File: config.mk
export PLATFORM = sky130hd
export DESIGN_NAME = vram_line_scheduler
export DESIGN_NICKNAME = d
export VERILOG_FILES = /design/src/rtl/vdp_pkg.sv /design/src/rtl/vram_line_scheduler_arbiter.sv /design/src/rtl/vram_line_scheduler.sv
export SDC_FILE = /design/constraint.sdc
export NUM_CORES = 1
export LEC_CHECK = 0
export ABC_CLOCK_PERIOD_IN_PS = 3700
export CORE_ASPECT_RATIO = 1.1
export CORE_MARGIN = 2
export CORE_UTILIZATION = 37
export DETAILED_ROUTE_END_ITERATION = 16
export PLACE_DENSITY = 0.84
export SLEW_MARGIN = 20
export SYNTH_ARGS = -nofsm -noshare
export SYNTH_HDL_FRONTEND = slang
export SYNTH_SLANG_ARGS = --single-unit
File: constraint.sdc
create_clock -name clk_pix -period 3.7 [get_ports clk_pix]
set_input_delay 0.37 -clock clk_pix [delete_from_list [all_inputs] [get_ports clk_pix]]
set_output_delay 0.37 -clock clk_pix [all_outputs]
set_load 0.05 [all_outputs]
File: src/rtl/vdp_pkg.sv
// Shared video-pipeline definitions: display timing, VRAM geometry and the
// state type of the per-line fetch FSM.
package vdp_pkg;
    localparam int HA_END  = 1279;
    localparam int LINE    = 1649;
    localparam int VA_END  = 719;
    localparam int SCREEN  = 749;
    localparam int VRAM_AW = 16;
    localparam int VRAM_DW = 16;

    typedef enum logic {
        IDLE  = 1'b0,
        FETCH = 1'b1
    } fetch_state_t;
endpackage

File: src/rtl/vram_line_scheduler_arbiter.sv
// Round-robin arbiter: one-hot grant to the first request at or after the
// pointer, and the pointer value that follows that grant.
module rr_arbiter #(
    parameter  int N  = 4,
    localparam int PW = (N > 1) ? $clog2(N) : 1
) (
    input  logic [N-1:0]  i_req,
    input  logic [PW-1:0] i_ptr,
    output logic [N-1:0]  o_grant,
    output logic [PW-1:0] o_next_ptr
);

    logic          w_found;
    logic [PW-1:0] w_idx;

    // Scan from the pointer, wrapping, and take the first request found.
    always_comb begin
        o_grant    = '0;
        o_next_ptr = i_ptr;
        w_found    = 1'b0;
        w_idx      = '0;
        for (int k = 0; k < N; k++) begin
            w_idx = PW'((int'(i_ptr) + k) % N);
            if (!w_found && i_req[w_idx]) begin
                w_found        = 1'b1;
                o_grant[w_idx] = 1'b1;
                o_next_ptr     = PW'((int'(w_idx) + 1) % N);
            end else begin
                w_found = w_found;
            end
        end
    end

endmodule

File: src/rtl/vram_line_scheduler.sv
// Owner of the single VRAM port: the per-line display fetch has absolute
// priority, every spare cycle is shared round-robin among NREQ requesters.
module vram_line_scheduler
    import vdp_pkg::*;
#(
    parameter  int CORDW       = 11,
    parameter  int NREQ        = 4,
    parameter  int AW          = VRAM_AW,
    parameter  int DW          = VRAM_DW,
    parameter  int FETCH_WORDS = 160,
    parameter  int FETCH_BASE  = 0,
    parameter  int VA_END      = vdp_pkg::VA_END,
    localparam int LBW         = (FETCH_WORDS > 1) ? $clog2(FETCH_WORDS) : 1,
    localparam int PW          = (NREQ > 1) ? $clog2(NREQ) : 1
) (
    input  logic               clk_pix,
    input  logic               rst_pix,
    input  logic               line,
    input  logic               frame,
    input  logic [CORDW-1:0]   sy_plus1,
    input  logic [NREQ-1:0]    req_valid,
    input  logic [NREQ-1:0]    req_we,
    input  logic [NREQ*AW-1:0] req_addr,
    input  logic [NREQ*DW-1:0] req_wdata,
    output logic [NREQ-1:0]    req_ready,
    output logic [NREQ-1:0]    rsp_valid,
    output logic [DW-1:0]      rsp_data,
    output logic               mem_en,
    output logic               mem_we,
    output logic [AW-1:0]      mem_addr,
    output logic [DW-1:0]      mem_wdata,
    input  logic [DW-1:0]      mem_rdata,
    output logic               lb_we,
    output logic [LBW-1:0]     lb_addr,
    output logic [DW-1:0]      lb_wdata,
    output logic               fetch_busy,
    output logic               fetch_overrun
);

    fetch_state_t    r_state;
    logic [AW-1:0]   r_row;
    logic [LBW-1:0]  r_widx;
    logic [PW-1:0]   r_ptr;
    logic            r_lb_we;
    logic [LBW-1:0]  r_lb_addr;
    logic [NREQ-1:0] r_rsp_valid;
    logic            r_overrun;

    logic            w_free;
    logic            w_start;
    logic            w_last;
    logic [AW-1:0]   w_new_row;
    logic [NREQ-1:0] w_req;
    logic [NREQ-1:0] w_grant;
    logic [PW-1:0]   w_next_ptr;
    logic            w_gnt_we;
    logic [AW-1:0]   w_gnt_addr;
    logic [DW-1:0]   w_gnt_wdata;

    // Requesters only see the port when no fetch word is issued; reset masks grants too.
    assign w_free    = (r_state == IDLE) && !rst_pix;
    assign w_req     = req_valid & {NREQ{w_free}};
    assign w_start   = line && (sy_plus1 <= CORDW'(VA_END));
    assign w_last    = (r_widx == LBW'(FETCH_WORDS - 1));
    assign w_new_row = AW'(FETCH_BASE) + AW'(sy_plus1) * AW'(FETCH_WORDS);

    rr_arbiter #(.N(NREQ)) u_arb (
        .i_req      (w_req),
        .i_ptr      (r_ptr),
        .o_grant    (w_grant),
        .o_next_ptr (w_next_ptr)
    );

    // Select the winning requester's command fields.
    always_comb begin
        w_gnt_we    = 1'b0;
        w_gnt_addr  = '0;
        w_gnt_wdata = '0;
        for (int i = 0; i < NREQ; i++) begin
            if (w_grant[i]) begin
                w_gnt_we    = req_we[i];
                w_gnt_addr  = req_addr[i*AW +: AW];
                w_gnt_wdata = req_wdata[i*DW +: DW];
            end else begin
                w_gnt_we = w_gnt_we;
            end
        end
    end

    assign req_ready     = w_grant;
    assign fetch_busy    = (r_state == FETCH);
    assign mem_en        = fetch_busy || (|w_grant);
    assign mem_we        = fetch_busy ? 1'b0 : w_gnt_we;
    assign mem_addr      = fetch_busy ? (r_row + AW'(r_widx)) : w_gnt_addr;
    assign mem_wdata     = fetch_busy ? '0 : w_gnt_wdata;
    assign lb_we         = r_lb_we;
    assign lb_addr       = r_lb_addr;
    assign lb_wdata      = r_lb_we ? mem_rdata : '0;
    assign rsp_valid     = r_rsp_valid;
    assign rsp_data      = (|r_rsp_valid) ? mem_rdata : '0;
    assign fetch_overrun = r_overrun;

    // Fetch FSM: a line pulse (re)starts a row, then one word per cycle until the last.
    always_ff @(posedge clk_pix or posedge rst_pix) begin
        if (rst_pix) begin
            r_state   <= IDLE;
            r_row     <= '0;
            r_widx    <= '0;
            r_overrun <= 1'b0;
        end else begin
            case (r_state)
                IDLE: begin
                    if (w_start) begin
                        r_state <= FETCH;
                        r_row   <= w_new_row;
                        r_widx  <= '0;
                    end else begin
                        r_state <= IDLE;
                    end
                end
                FETCH: begin
                    if (line) begin
                        r_state <= w_start ? FETCH : IDLE;
                        r_row   <= w_new_row;
                        r_widx  <= '0;
                    end else if (w_last) begin
                        r_state <= IDLE;
                        r_widx  <= '0;
                    end else begin
                        r_widx  <= r_widx + LBW'(1);
                    end
                end
                default: begin
                    r_state <= IDLE;
                    r_widx  <= '0;
                end
            endcase
            // A pulse on the last-word cycle is a clean hand-over, not an overrun.
            if (fetch_busy && line && !w_last) begin
                r_overrun <= 1'b1;
            end else if (frame) begin
                r_overrun <= 1'b0;
            end else begin
                r_overrun <= r_overrun;
            end
        end
    end

    // Read strobes trail each issued read by one cycle; reset drops anything in flight.
    always_ff @(posedge clk_pix or posedge rst_pix) begin
        if (rst_pix) begin
            r_lb_we     <= 1'b0;
            r_lb_addr   <= '0;
            r_rsp_valid <= '0;
            r_ptr       <= '0;
        end else begin
            r_lb_we     <= fetch_busy;
            r_lb_addr   <= fetch_busy ? r_widx : '0;
            r_rsp_valid <= w_grant & {NREQ{~w_gnt_we}};
            r_ptr       <= w_next_ptr;
        end
    end

endmodule

# Yosys cells after proc, flatten, opt, wreduce, memory -nomap -nowiden
# Index checks and enable logic that the tools add are counted.
[totals]
register_bits = 41
input_bits = 167
output_inout_bits = 85
word_cells = 116
[classes]
add_sub_neg = 8
multipliers = 1
order_cmp = 9
eq_ne = 3
n_mux = 58
bitwise_logic = 7
reduce_logical = 22
[op_table]
columns = ["op", "count"]
rows = [
  ["16-bit 2-to-1 mux", 14],
  ["8-bit 2-to-1 mux", 4],
  ["16-bit one-hot mux with 2 select lines", 1],
  ["1-bit 2-to-1 mux", 21],
  ["16-bit by 8-bit adder with 16-bit output", 1],
  ["4-bit 2-to-1 mux", 4],
  ["8-bit one-hot mux with 2 select lines", 1],
  ["2-bit by 3-bit < comparator with 1-bit output, second input constant", 4],
  ["4-bit bitwise OR", 3],
  ["11-bit by 10-bit <= comparator with 1-bit output, second input constant", 1],
  ["1-bit logical AND", 11],
  ["11-bit by 3-bit multiplier with 11-bit output, second input constant", 1],
  ["2-bit by 1-bit adder with 2-bit output, second input constant", 4],
  ["8-bit by 1-bit adder with 8-bit output, second input constant", 1],
  ["4-bit bitwise AND", 2],
  ["1-bit binary-select mux with 2-bit select", 4],
  ["1-bit demux with 2-bit select", 4],
  ["8-bit == test, second input constant", 1],
  ["2-bit by 1-bit >= comparator with 1-bit output, second input constant", 4],
  ["2-bit 2-to-1 mux", 4],
  ["4-bit OR reduction", 2],
  ["1-bit logical NOT", 5],
  ["2-bit adder, second input constant", 2],
  ["2-bit != test, second input constant", 2],
  ["6 further kinds", 7],
]

# Logic depth before layout (Yosys ltp)
[logic_depth]
ltp_word = 21
depth_mapped = 14

# Modules after synthesis
# From an unflattened synthesis, not the netlist that was laid out.
[hier_totals]
hier_cells = 484
hier_area_um2 = 3958.8
[by_module_without_submodules]
columns = ["mod", "instances", "cells_per_inst", "area_each_um2"]
rows = [
  ["vram_line_scheduler", 1, 419, 3492.1],
  ["rr_arbiter", 1, 65, 466.7],
]

# Worst setup path after synthesis
# OpenSTA, ideal clock, no wires.
[synth_path]
kind = "reg-to-output"
start = "reg r_ptr[0]"
end = "out mem_addr[14]"
arrival_ps = 4322
t_required_ps = 3330
slack_ps = -992
stages_incl_launch_ff = 12
path_buffers = 3
path_cell_list = "dfrtp_1 buf_2 inv_1 ha_1 buf_2 mux4_2 nor4_1 o31a_1 and2_4 buf_6 a221oi_2 o31ai_1"
[synth_via]
elab_chain_len = 17
word_cells_on_any_way = 52
[synth_rtl]
columns = ["item", "line", "text"]
rows = [
  ["start: declaration", "vram_line_scheduler.sv:43", "logic [PW-1:0] r_ptr;"],
  ["start signal: assignment", "vram_line_scheduler.sv:160", "r_ptr <= w_next_ptr;"],
  ["branches (longest 11 deep; another with 2-bit by 3-bit < comparator with 1-bit output)", "--", ""],
  ["4-bit 2-to-1 mux *", "vram_line_scheduler_arbiter.sv:24", "if (!w_found && i_req[w_idx]) begin"],
  ["via req_ready[0]", "vram_line_scheduler.sv:25", "output logic [NREQ-1:0] req_ready,"],
  ["16-bit 2-to-1 mux * (4 in a row)", "vram_line_scheduler.sv:80", "if (w_grant[i]) begin"],
  ["16-bit 2-to-1 mux *", "vram_line_scheduler.sv:94", "assign mem_addr = fetch_busy ? (r_row + AW'(r_widx)) : w_gnt_addr;"],
  ["end: declaration", "vram_line_scheduler.sv:30", "output logic [AW-1:0] mem_addr,"],
]
# Mark *: on every way through the listed nets, which the timed path passes. The select of a mux whose other input is x is not followed.

# Final worst setup path
[layout_path]
start = "reg r_ptr[0]"
end = "out mem_addr[8]"
[layout_via]
elab_chain_len = 17
word_cells_on_any_way = 52
[layout_rtl]
columns = ["item", "line"]
rows = [
  ["branches (longest 11 deep; another with 2-bit by 3-bit < comparator with 1-bit output)", "--"],
  ["4-bit 2-to-1 mux *", "vram_line_scheduler_arbiter.sv:24"],
  ["16-bit 2-to-1 mux (3 in a row)", "vram_line_scheduler.sv:80"],
  ["16-bit 2-to-1 mux *", "vram_line_scheduler.sv:80"],
  ["16-bit 2-to-1 mux *", "vram_line_scheduler.sv:94"],
]
# Mark *: on every way between the ends. The select of a mux whose other input is x is not followed.

==> results.yml <==
finish:
  num_antenna_cells: 0
  layout_commonest_cell: "clkdlybuf4s50_1"
  fin_util_pct: 74.6
  drive_gt1_share_pct: 24.7
  most-common-layout-cells: "clkdlybuf4s50_1, buf_12, dfrtp_1, nor2_1"
  area_growth_pct: 97.5
  final_nets: 906
detailed_routing:
  drt_pass1_iterations: 4
  avgViaCountPerCell: 5.48
  drtIter0Drc: 204
  drc: 0
  wl_per_cell_um: 20.1
  detail-route-antenna-nets: 0
  vias: 4682
  drt_wl_total_mm: 17.2
logic_synthesis:
  netlist_area_mm2: 0.00389
  ys_seq_area_share_pct: 23.2
  syn_inst: 450
  ys_top_cells_by_area: "dfrtp_1, a221oi_2, ha_1, nor2_1, nor2b_1"
  synth_top_area_share_pct: 23.2
  async_flop_share_pct: 100
  ys_types: 54
  synth.ff_latch_count: 36
  syn_area_per_cell_um2: 8.64
  ys.flop_type: "dfrtp_1"
  synth_nets: 645
  yosysTopAreaCell: "dfrtp_1"
  synth-edff-count: 0
  synth_warnings: 0
sta:
  rsz0062_at_grt: "false"
  setup_slack_ns: 0.0913
  slew_headroom_pct: 58.0
  drv_slew: 0
  worst_clock_skew_ns: 0.00786
  setup-tns-final_ns: 0
  max_freq_ghz: 0.277
  min_period_over_period_pct: 97.5
  final.min_clock_period_ns: 3.61
  tightestPinTransition_ns: 0.628
  hold_slack_ns: 0.527
  finalSetupViolations: 0
  hold_viol_final: 0
critical_path:
  start_kind: "register"
  critPathKind: "reg -> out"
  rrSetupSlack_ns: 0.82
  worstPathArrival_ns: 3.24
  crit-reg2reg-launch: "r_ptr[0]"
  worst_ep_required_time_ns: 3.33
  worstReg2RegEnd: "rsp_valid[1]"
  r2r_cells: 12
  critPathMaxFanout: 9
  cp-end-kind: "primary output"
  critPathLaunch: "r_ptr[0]"
  cp-endpoint: "mem_addr[8]"
clock_tree:
  clk_pin_slew_ns: 0.06
  cts_root_buf: "clkbuf_16"
  cts_tree: "yes"
  clkLatencyLatePin_ns: 0.28
  hold_buffers: 0
  cts-buffers-inserted: 5
  htree_levels: 2
  cts.sinks: 36
  clockBufferDepth: 2
grt:
  grt_pass1_wl_mm: 25.6
  grt_antenna_before_repair: 0
  grt.overflow.total: 0
  grt_pass1_vias: 4831
  track_usage_pct: 29.1
  grt_max_degree: 37
floorplanning:
  start_util_pct: 37.8
  io_pins: 252
  die-width_um: 102
  die_area_mm2: 0.0113
  design.core.area_mm2: 0.0103
  rows: 39
  die_h_um: 112
power_and_ir_drop:
  powerDensity_mw_per_mm2: 861
  peakVddDrop_mv: 0.711
  p_leak_nw: 3.07
place:
  pre_cts_ws_ns: 0.00973
  port_buffers: 251
  hpwlAfterDp_mm: 13.8
  gp_congestion: 1.00
min_path:
  hold_path.class: "reg -> reg"
outcome:
  status: "finished clean"
job:
  max_cap_viol_count: 0
==> synth_stat cells, types with 5 or more instances <==
| cell type | count |
|---|---|
| o22ai_1 | 18 |
| nand3_1 | 5 |
| xnor2_1 | 14 |
| buf_6 | 7 |
| mux2_2 | 5 |
| clkbuf_1 | 9 |
| nor2b_1 | 24 |
| buf_2 | 11 |
| and2_1 | 20 |
| nand2b_1 | 8 |
| nor4_1 | 8 |
| o31ai_1 | 13 |
| a22oi_1 | 10 |
| o21ai_0 | 27 |
| inv_1 | 21 |
| ha_1 | 26 |
| a221oi_2 | 32 |
| nor2_1 | 49 |
| a21oi_1 | 14 |
| nor3_1 | 7 |
| dfrtp_1 | 36 |
| nand2_1 | 20 |
==> worst min path at each step <==
stage,from,to,cells after the start
floorplan,req_we[3],rsp_valid[3],1
global placement,r_row[15],r_row[15],2
detailed placement,r_row[15],r_row[15],2
CTS,r_row[15],r_row[15],2
global route,r_row[7],r_row[7],1
finish,r_row[15],r_row[15],2
==> registers in the layout, indices dropped and copies added (netlist names) <==
| name | count |
|---|---|
| rsp_valid | 4 |
| r_row | 11 |
| lb_addr | 8 |
| r_widx | 8 |
| lb_we | 1 |
| r_ptr | 2 |
| fetch_overrun | 1 |
| fetch_busy | 1 |
==> cells by family after synthesis <==
| logic type | Yosys count | synth area share [%] |
|---|---|---|
| simple gates | 164 | 22.5 |
| compound gates | 142 | 30.9 |
| buf+inv | 55 | 7.40 |
| flops | 36 | 23.2 |
| fa+ha+maj | 28 | 9.40 |
| xor+xnor | 18 | 4.06 |
| mux | 7 | 2.61 |
==> repair_timing <==
action,4_1_cts,5_1_grt
endpoints found under the hold margin,0,0
resized for setup,23,11
gates cloned,2,0
pin swaps,3,4
endpoints found under the setup margin,31,19
setup buffers,2,2
==> layout make-up <==
type	count	area, um2
Fill cell	717	2620
Clock inverter	3	46.3
Multi-Input combinational cell	361	3170
Timing Repair Buffer	283	3160
Tap cell	143	179
Inverter	24	95.1
Clock buffer	5	125
Sequential cell	36	901
==> power breakdown <==
group,leakage [nW],switching (mW),total (mW),internal (mW)
clock network,0.0804,0.177,0.498,0.320
logic,2.52,3.12,5.60,2.48
registers,0.472,0.0586,0.515,0.457
total,3.07,3.36,6.61,3.26
==> per-stage QoR <==
stage	total power [mW]	instances	cell area [um2]
2_1_floorplan	3.63	450	4130
3_3_place_gp	5.74	841	7230
3_5_place_dp	5.80	841	7230
4_1_cts	6.53	853	7580
5_1_grt	6.89	855	7680
6_report	6.61	855	7680
==> metal layers <==
metal | global-route usage (%) | wire length (um)
met1 | 33.9 | 6570
met5 | 0 | 0
met2 | 49.5 | 8340
met3 | 10.4 | 1780
met4 | 8.92 | 489
==> worst max-delay path, cell delays in order, from the launching register on <==
cell and delay [ns]:
dfrtp_1 0.37, inv_2 0.08, ha_4 0.27, mux4_2 0.52, nor2b_1 0.18, a22o_1 0.20
o31a_4 0.38, and2_2 0.31, a221oi_2 0.36, o31ai_4 0.10, buf_12 0.17
Power figures use the tool's default switching activity.
